### src/rtl/playback_controller.sv
// playback_controller: play/pause FSM, sample-strobe divider with speed control, and flash word-address stepping.
module playback_controller #(
  parameter logic [15:0] DIV_DEFAULT = 16'd1136,
  parameter logic [15:0] DIV_MIN     = 16'd64,
  parameter logic [15:0] DIV_MAX     = 16'd8192,
  parameter logic [15:0] DIV_STEP    = 16'd64,
  parameter logic [21:0] ADDR_START  = 22'h000000,
  parameter logic [21:0] ADDR_END    = 22'h07FFFF
) (
  input  logic        clk,
  input  logic        reset,
  input  logic        cmd_play,
  input  logic        cmd_pause,
  input  logic        cmd_forward,
  input  logic        cmd_backward,
  input  logic        cmd_restart,
  input  logic        speed_up,
  input  logic        speed_down,
  input  logic        speed_reset,
  input  logic        inc,
  output logic        samplenow,
  output logic [21:0] word_addr,
  output logic        playing,
  output logic        forward,
  output logic [15:0] divisor
);
  typedef enum logic {PAUSED, PLAYING} state_t;
  state_t state_q, state_d;
  logic [15:0] cnt_q, cnt_d, div_q, div_d, div_slow, div_fast;
  logic [16:0] div_sum;
  logic [21:0] addr_q, addr_d;
  logic fwd_q, fwd_d, smp_q, smp_d, chg_q, chg_d, wrap;
  always_comb begin
    state_d  = cmd_pause ? PAUSED : cmd_play ? PLAYING : state_q;
    div_sum  = {1'b0, div_q} + {1'b0, DIV_STEP};
    div_slow = div_sum > {1'b0, DIV_MAX} ? DIV_MAX : div_sum[15:0];
    div_fast = {1'b0, div_q} < ({1'b0, DIV_MIN} + {1'b0, DIV_STEP}) ? DIV_MIN : div_q - DIV_STEP;
    div_d    = speed_reset ? DIV_DEFAULT :
               (speed_up & ~speed_down) ? div_fast :
               (speed_down & ~speed_up) ? div_slow : div_q;
    chg_d    = div_d != div_q;
    // A wrap forced by a just-shrunk divisor restarts the period silently.
    wrap     = (state_q == PLAYING) && (cnt_q >= div_q - 16'd1);
    smp_d    = wrap & ~chg_q;
    cnt_d    = (state_q == PAUSED || wrap) ? 16'd0 : cnt_q + 16'd1;
    fwd_d    = (cmd_forward & ~cmd_backward) ? 1'b1 : (cmd_backward & ~cmd_forward) ? 1'b0 : fwd_q;
    addr_d   = cmd_restart ? (fwd_d ? ADDR_START : ADDR_END) :
               !inc ? addr_q :
               fwd_q ? (addr_q == ADDR_END ? ADDR_START : addr_q + 22'd1) :
                       (addr_q == ADDR_START ? ADDR_END : addr_q - 22'd1);
  end
  always_ff @(posedge clk) begin
    if (reset) begin
      state_q <= PAUSED;
      cnt_q   <= '0;
      div_q   <= DIV_DEFAULT;
      addr_q  <= ADDR_START;
      fwd_q   <= 1'b1;
      smp_q   <= 1'b0;
      chg_q   <= 1'b0;
    end else begin
      state_q <= state_d;
      cnt_q   <= cnt_d;
      div_q   <= div_d;
      addr_q  <= addr_d;
      fwd_q   <= fwd_d;
      smp_q   <= smp_d;
      chg_q   <= chg_d;
    end
  end
  assign samplenow = smp_q;
  assign word_addr = addr_q;
  assign playing   = state_q == PLAYING;
  assign forward   = fwd_q;
  assign divisor   = div_q;
endmodule

### config.mk
export PLATFORM = sky130hd
export DESIGN_NAME = playback_controller
export DESIGN_NICKNAME = d
export VERILOG_FILES = /design/src/rtl/playback_controller.sv
export SDC_FILE = /design/constraint.sdc
export NUM_CORES = 1
export LEC_CHECK = 0
export ABC_AREA = 1
export BUFFER_PORTS_ARGS = -buffer_cell sky130_fd_sc_hd__buf_2
export CORE_MARGIN = 2
export CORE_UTILIZATION = 50
export CTS_BUF_LIST = sky130_fd_sc_hd__clkbuf_16
export CTS_CLUSTER_SIZE = 40
export DETAILED_ROUTE_END_ITERATION = 7
export HOLD_SLACK_MARGIN = 0.08
export PLACE_DENSITY = 0.69
export SLEW_MARGIN = 5
export SYNTH_ARGS = -nofsm -noshare
export SYNTH_HDL_FRONTEND = slang
export SYNTH_SLANG_ARGS = --single-unit
### constraint.sdc
create_clock -name clk -period 3.5 [get_ports clk]
set_input_delay 0.7 -clock clk [delete_from_list [all_inputs] [get_ports clk]]
set_output_delay 0.7 -clock clk [all_outputs]
set_load 0.02 [all_outputs]
# Word level (Yosys, flattened, before mapping)
# Cells that the tools add are included.
# classes
n_mux,13
n_addsub,6
n_lt_le_gt_ge,3
n_reduce_logical,6
bitwise,11
eq_ne,2
# ops
cell,n
$mux W22,5
$mux W16,5
$add A22 B1 Y22 const B,1
$eq A22 B19 Y1 const B,1
$logic_not A22 Y1,1
$sub A22 B1 Y22 const B,1
$mux W19,1
$add A16 B7 Y17 const B,1
$gt A17 B14 Y1 const B,1
$add A16 B1 Y16 const B,1
$ge A16 B16 Y1,1
$lt A16 B8 Y1 const B,1
$ne A16 B16 Y1,1
$sub A16 B1 Y16 const B,1
$sub A16 B7 Y16 const B,1
$not A1 Y1,6
$and A1 B1 Y1,5
$reduce_or A2 Y1,2
$mux W1,2
$reduce_bool A2 Y1,1
$logic_and A1 B1 Y1,1
$logic_or A1 B1 Y1,1
# word_totals
register_bits,58
inputBits,11
word_cells,48

# Depth between registers and ports, before layout
# logic_depth
ltp_word,7
depth_mapped,19
ltp_nobuf,19

# Least setup slack after synthesis
# No wires, ideal clock.
# synth_path
kind,register to register
startpoint,register div_q[7] (netlist: divisor[7])
endpoint,register cnt_q[12]
path_slack_ns,0.632
required_time_ns,3.368
synth_period_minus_slack_ns,2.868
setup_time_ns,0.132
path_buffers,1
arrival_time_ns,2.735
path_stages_with_launch,17
path_cell_list,dfxtp_1 > inv_1 > ha_1 > nand2_1 > nor2_1 > nand2_1 > nor2_1 > xor2_1 > inv_1 > ha_1 > nand4_1 > nor3_1 > nand2_1 > nand3_1 > nand3b_1 > clkbuf_1 > a21oi_1
# synth_between
elab_chain_cells,5
# synth_lines
element,line,source
from (decl),29,"logic [15:0] cnt_q, cnt_d, div_q, div_d, div_slow, div_fast;"
from (signal assigned),64,div_q <= div_d;
$sub A16 B1 Y16,43,wrap = (state_q == PLAYING) && (cnt_q >= div_q - 16'd1);
$ge A16 B16 Y1,43,
$logic_and A1 B1 Y1,43,
$logic_or A1 B1 Y1,45,cnt_d = (state_q == PAUSED || wrap) ? 16'd0 : cnt_q + 16'd1;
$reduce_or A2 Y1 (no line),--,
to (signal assigned),63,cnt_q <= cnt_d;
to (decl),29,
# Every way passes these cells.
# A chain may end at the register's enable or synchronous reset.

# Worst setup path after layout
# layout_path
startpoint,register div_q[7] (netlist: divisor[7])
endpoint,register cnt_q[13]
# Same word-level chain as after synthesis.

==> summary.txt <==
Setup path
  – R2r startpoint: divisor[7]
  – Reg2Reg Setup Slack: 0.44 ns
  – Critical Path Fanout Max: 16
  – Startpoint types: flop
  – Worst Path Arrival: 3.30 ns
  – Critical path class: reg -> reg
  – Reg2reg path depth: 16
  – Nature of the critical path endpoint: flop
  – Reg-to-Reg End: cnt_q[13]
  – Critical path required time: 3.75 ns

Pwr
  – Lkg Pwr: 2.49 nW
  – Flop pwr share: 0.333
  – Combinational power share: 0.193
  – Cell Int Power: 1.53 mW
  – Worst VDD drop: 311 uV
  – Switching share of power: 0.312
  – Sw Pwr: 0.694 mW
  – Cell Pwr Density: 402 mW/mm^2
  – Clk pwr share: 0.474

Drt
  – Vias per cell: 5.59
  – WL per Instance: 14.5 um
  – Vias after detailed routing: 5260
  – Pre-Repair DR Iteration Count: 5
  – Detail Route Antenna Nets: 0
  – DRT iter0 DRCs: 208
  – Drt total wl: 13.6 mm
  – DRC Markers: 0

Synthesis
  – Syn Area/Cell: 6.33 sq um
  – YS warnings: 0
  – Post-synthesis cell area: 0.00483 sq mm
  – #FFs+latches synth: 58
  – Cell variety after synth: 44
  – Sequential-to-total area share from yosys stat: 0.240
  – Syn_nets: 798
  – Syn Inst Count: 763

Clocking
  – TritonCTS clock tree: built
  – Number of hold buffers added after CTS: 0
  – Worst-Skew Late Latency: 0.33 ns
  – Post-CTS Setup Bufs: 0
  – Num Clock Sinks: 58
  – Cts bufs inserted: 9
  – Clock Tree Buf Depth: 2
  – Clock transition at path regs: 0.06 ns
  – H-tree depth: 3
  – PostCTS Resize Cnt: 0
  – Root Buffer Master: clkbuf_16

Place
  – Number of port buffers: 51
  – GPL Wtd Cong: 0.931
  – Placed cell area: 0.00519 sq mm
  – Post-DP HPWL: 9.80 mm
  – Pre-CTS setup slack: 0.526 ns

Layout
  – Nets: 842
  – Multi-input logic area: 0.00323 sq mm
  – Area Overhead vs Synth: 14.6%
  – Sequential cell area: 0.00116 sq mm
  – Cell area after layout: 0.00554 sq mm
  – Layout cells sized above 1: 0.134
  – Final Util: 0.594
  – Antenna cell count: 0
  – Filler Cell Count: 924

Die
  – Die ar.: 0.0105 sq mm
  – Initial Utilization: 0.518
  – Ports: 52
  – Row cnt: 35
  – Core area: 0.00933 sq mm
  – Die Y: 102 um
  – Die X: 102 um

STA
  – Setup Skew: 0.00599 ns
  – Final worst path period need: 3.06 ns
  – Max Slew Vio Count: 0
  – Post-route setup slack: 0.443 ns
  – TNS Setup: 0 ns
  – Fmax: 0.327 GHz
  – Final Setup Violations: 0
  – Final Cycle Share: 0.873
  – RSZ-0062 raised after global routing: false
  – Final Hold Viols: 0
  – Rel. slew slack: 0.403
  – Worst slew pin tran: 0.895 ns

GRT
  – Vias in the first global route: 5035
  – Total track usage: 0.273
  – First-pass GRT wire length: 22.9 mm
  – Largest net degree at the start of global routing: 37
  – Initial antenna violation count: 0
  – Grt total ovfl: 0

Hold path
  – Worst Hold Depth: 1
  – Hold EP: cnt_q[0]
  – Worst hold path class: reg -> reg
  – Hold path startpoint: cnt_q[0]

Status
  – Status: completed

Run
  – MaxCap Viol Count: 0
## cell families (layout without fill, tap and decap cells)
family / count (synthesis) / in the layout / share of synthesized area
XOR/XNOR: 45 / 45 / 0.0815
flip-flops: 58 / 58 / 0.240
adder cells (fa/ha/maj): 24 / 24 / 0.0621
buffers and inverters: 110 / 159 / 0.0906
AND/OR/NAND/NOR: 394 / 394 / 0.380
AO/OA/AOI/OAI: 132 / 132 / 0.146
## per-stage QoR
stage | cells | hold slack [ns] | total power [mW]
4_1_cts | 941 | 0.481 | 2.23
3_3_place_gp | 925 | 0.469 | 1.17
6_report | 941 | 0.477 | 2.23
3_5_place_dp | 925 | 0.467 | 1.17
5_1_grt | 941 | 0.521 | 2.33
2_1_floorplan | 763 | 0.441 | 1.07
## power by group through the flow
stage | clock network, mW | registers, mW | logic (mW)
4_1_cts | 1.07 | 0.741 | 0.424
6_report | 1.05 | 0.742 | 0.429
3_5_place_dp | 0 | 0.755 | 0.420
5_1_grt | 1.10 | 0.748 | 0.482
3_3_place_gp | 0 | 0.754 | 0.414
2_1_floorplan | 0 | 0.761 | 0.305
## flip-flops by register name, indices dropped and copies added (netlist names)
| name | count |
|---|---|
| cnt_q | 16 |
| chg_q | 1 |
| word_addr | 22 |
| divisor | 16 |
| samplenow | 1 |
| forward | 1 |
| playing | 1 |
## layer usage
metal	vias up	routed length, um	global-route usage
met4	0	424	0.123
li1	2621	-	-
met2	188	6700	0.483
met3	39	787	0.0486
met1	2412	5690	0.321
met5	-	0	0
## how the worst max path moves through the flow
stage / from / endpoint / slack [ns] / cells after the start
floorplan: divisor[7] / cnt_q[12] / 0.63 / 16
global placement: divisor[7] / cnt_q[13] / 0.70 / 16
CTS: divisor[7] / cnt_q[13] / 0.46 / 16
global route: divisor[7] / cnt_q[13] / 0.11 / 16
finish: divisor[7] / cnt_q[13] / 0.44 / 16
detailed placement: divisor[7] / cnt_q[13] / 0.53 / 16
## cell type report
cell class              instances  area share
inverters                      84      0.0569
clock buffers                   9      0.0407
multi-input cells             595       0.584
clock inverters                 7      0.0226
repair buffers                 59      0.0569
flip-flops and latches         58       0.210
well taps                     129      0.0291
## critical path, stage by stage, from the launching register on
cell,delay [ns]
dfxtp_1,0.39
inv_1,0.22
ha_1,0.26
nand2_1,0.12
nor2_1,0.19
nand2_1,0.11
nor2_1,0.14
xor2_1,0.17
inv_1,0.06
ha_1,0.29
nand4_1,0.13
inv_1,0.06
a21oi_1,0.17
nand3_1,0.12
nand3b_1,0.17
buf_4,0.20
nor3b_1,0.18
## cell usage after synthesis
| cell | instances | area share |
|---|---|---|
| a21oi_1 | 72 | 0.075 |
| a21oi_2 | 2 | 0.0036 |
| a221oi_1 | 1 | 0.0018 |
| a31oi_1 | 5 | 0.0065 |
| and3_1 | 2 | 0.0026 |
| buf_2 | 9 | 0.0093 |
| buf_4 | 2 | 0.0031 |
| clkbuf_1 | 12 | 0.0093 |
| clkbuf_2 | 2 | 0.0021 |
| clkbuf_4 | 1 | 0.0016 |
| clkinv_1 | 1 | 0.00078 |
| dfxtp_1 | 58 | 0.24 |
| ha_1 | 24 | 0.062 |
| inv_1 | 79 | 0.061 |
| inv_2 | 4 | 0.0031 |
| nand2_1 | 161 | 0.13 |
| nand2_2 | 5 | 0.0065 |
| nand3_1 | 60 | 0.062 |
| nand3_2 | 5 | 0.010 |
| nand3_4 | 1 | 0.0036 |
| nand3b_1 | 2 | 0.0031 |
| nand4_1 | 21 | 0.027 |
| nand4_4 | 1 | 0.0044 |
| nor2_1 | 93 | 0.072 |
| nor2_2 | 6 | 0.0078 |
| nor2_4 | 1 | 0.0023 |
| nor3_1 | 23 | 0.024 |
| nor3_2 | 3 | 0.0062 |
| nor3_4 | 3 | 0.010 |
| nor3b_1 | 1 | 0.0016 |
| nor4_1 | 1 | 0.0013 |
| nor4_4 | 1 | 0.0044 |
| o211ai_1 | 1 | 0.0016 |
| o21a_1 | 1 | 0.0016 |
| o21ai_0 | 37 | 0.038 |
| o21ai_1 | 6 | 0.0062 |
| o221ai_1 | 1 | 0.0018 |
| o31ai_1 | 4 | 0.0062 |
| o32ai_1 | 1 | 0.0018 |
| o41ai_1 | 1 | 0.0018 |
| or2_1 | 2 | 0.0026 |
| or2_2 | 2 | 0.0026 |
| xnor2_1 | 5 | 0.0091 |
| xor2_1 | 40 | 0.072 |
## placed cells by master, fill, tap and decap left out, types with 4 or more instances in the layout
master and instances:
buf_2 51, inv_2 4, buf_4 8, dfxtp_1 58
ha_1 24, a21oi_1 72, a31oi_1 5, inv_1 79
nand3_2 5, nor3_1 23, o21ai_1 6, nand4_1 21
nand2_2 5, o21ai_0 37, o31ai_1 4, nor2_1 93
xnor2_1 5, xor2_1 40, nand2_1 161, nor2_2 6
clkbuf_16 9, nand3_1 60
Power figures use the tool's default switching activity.
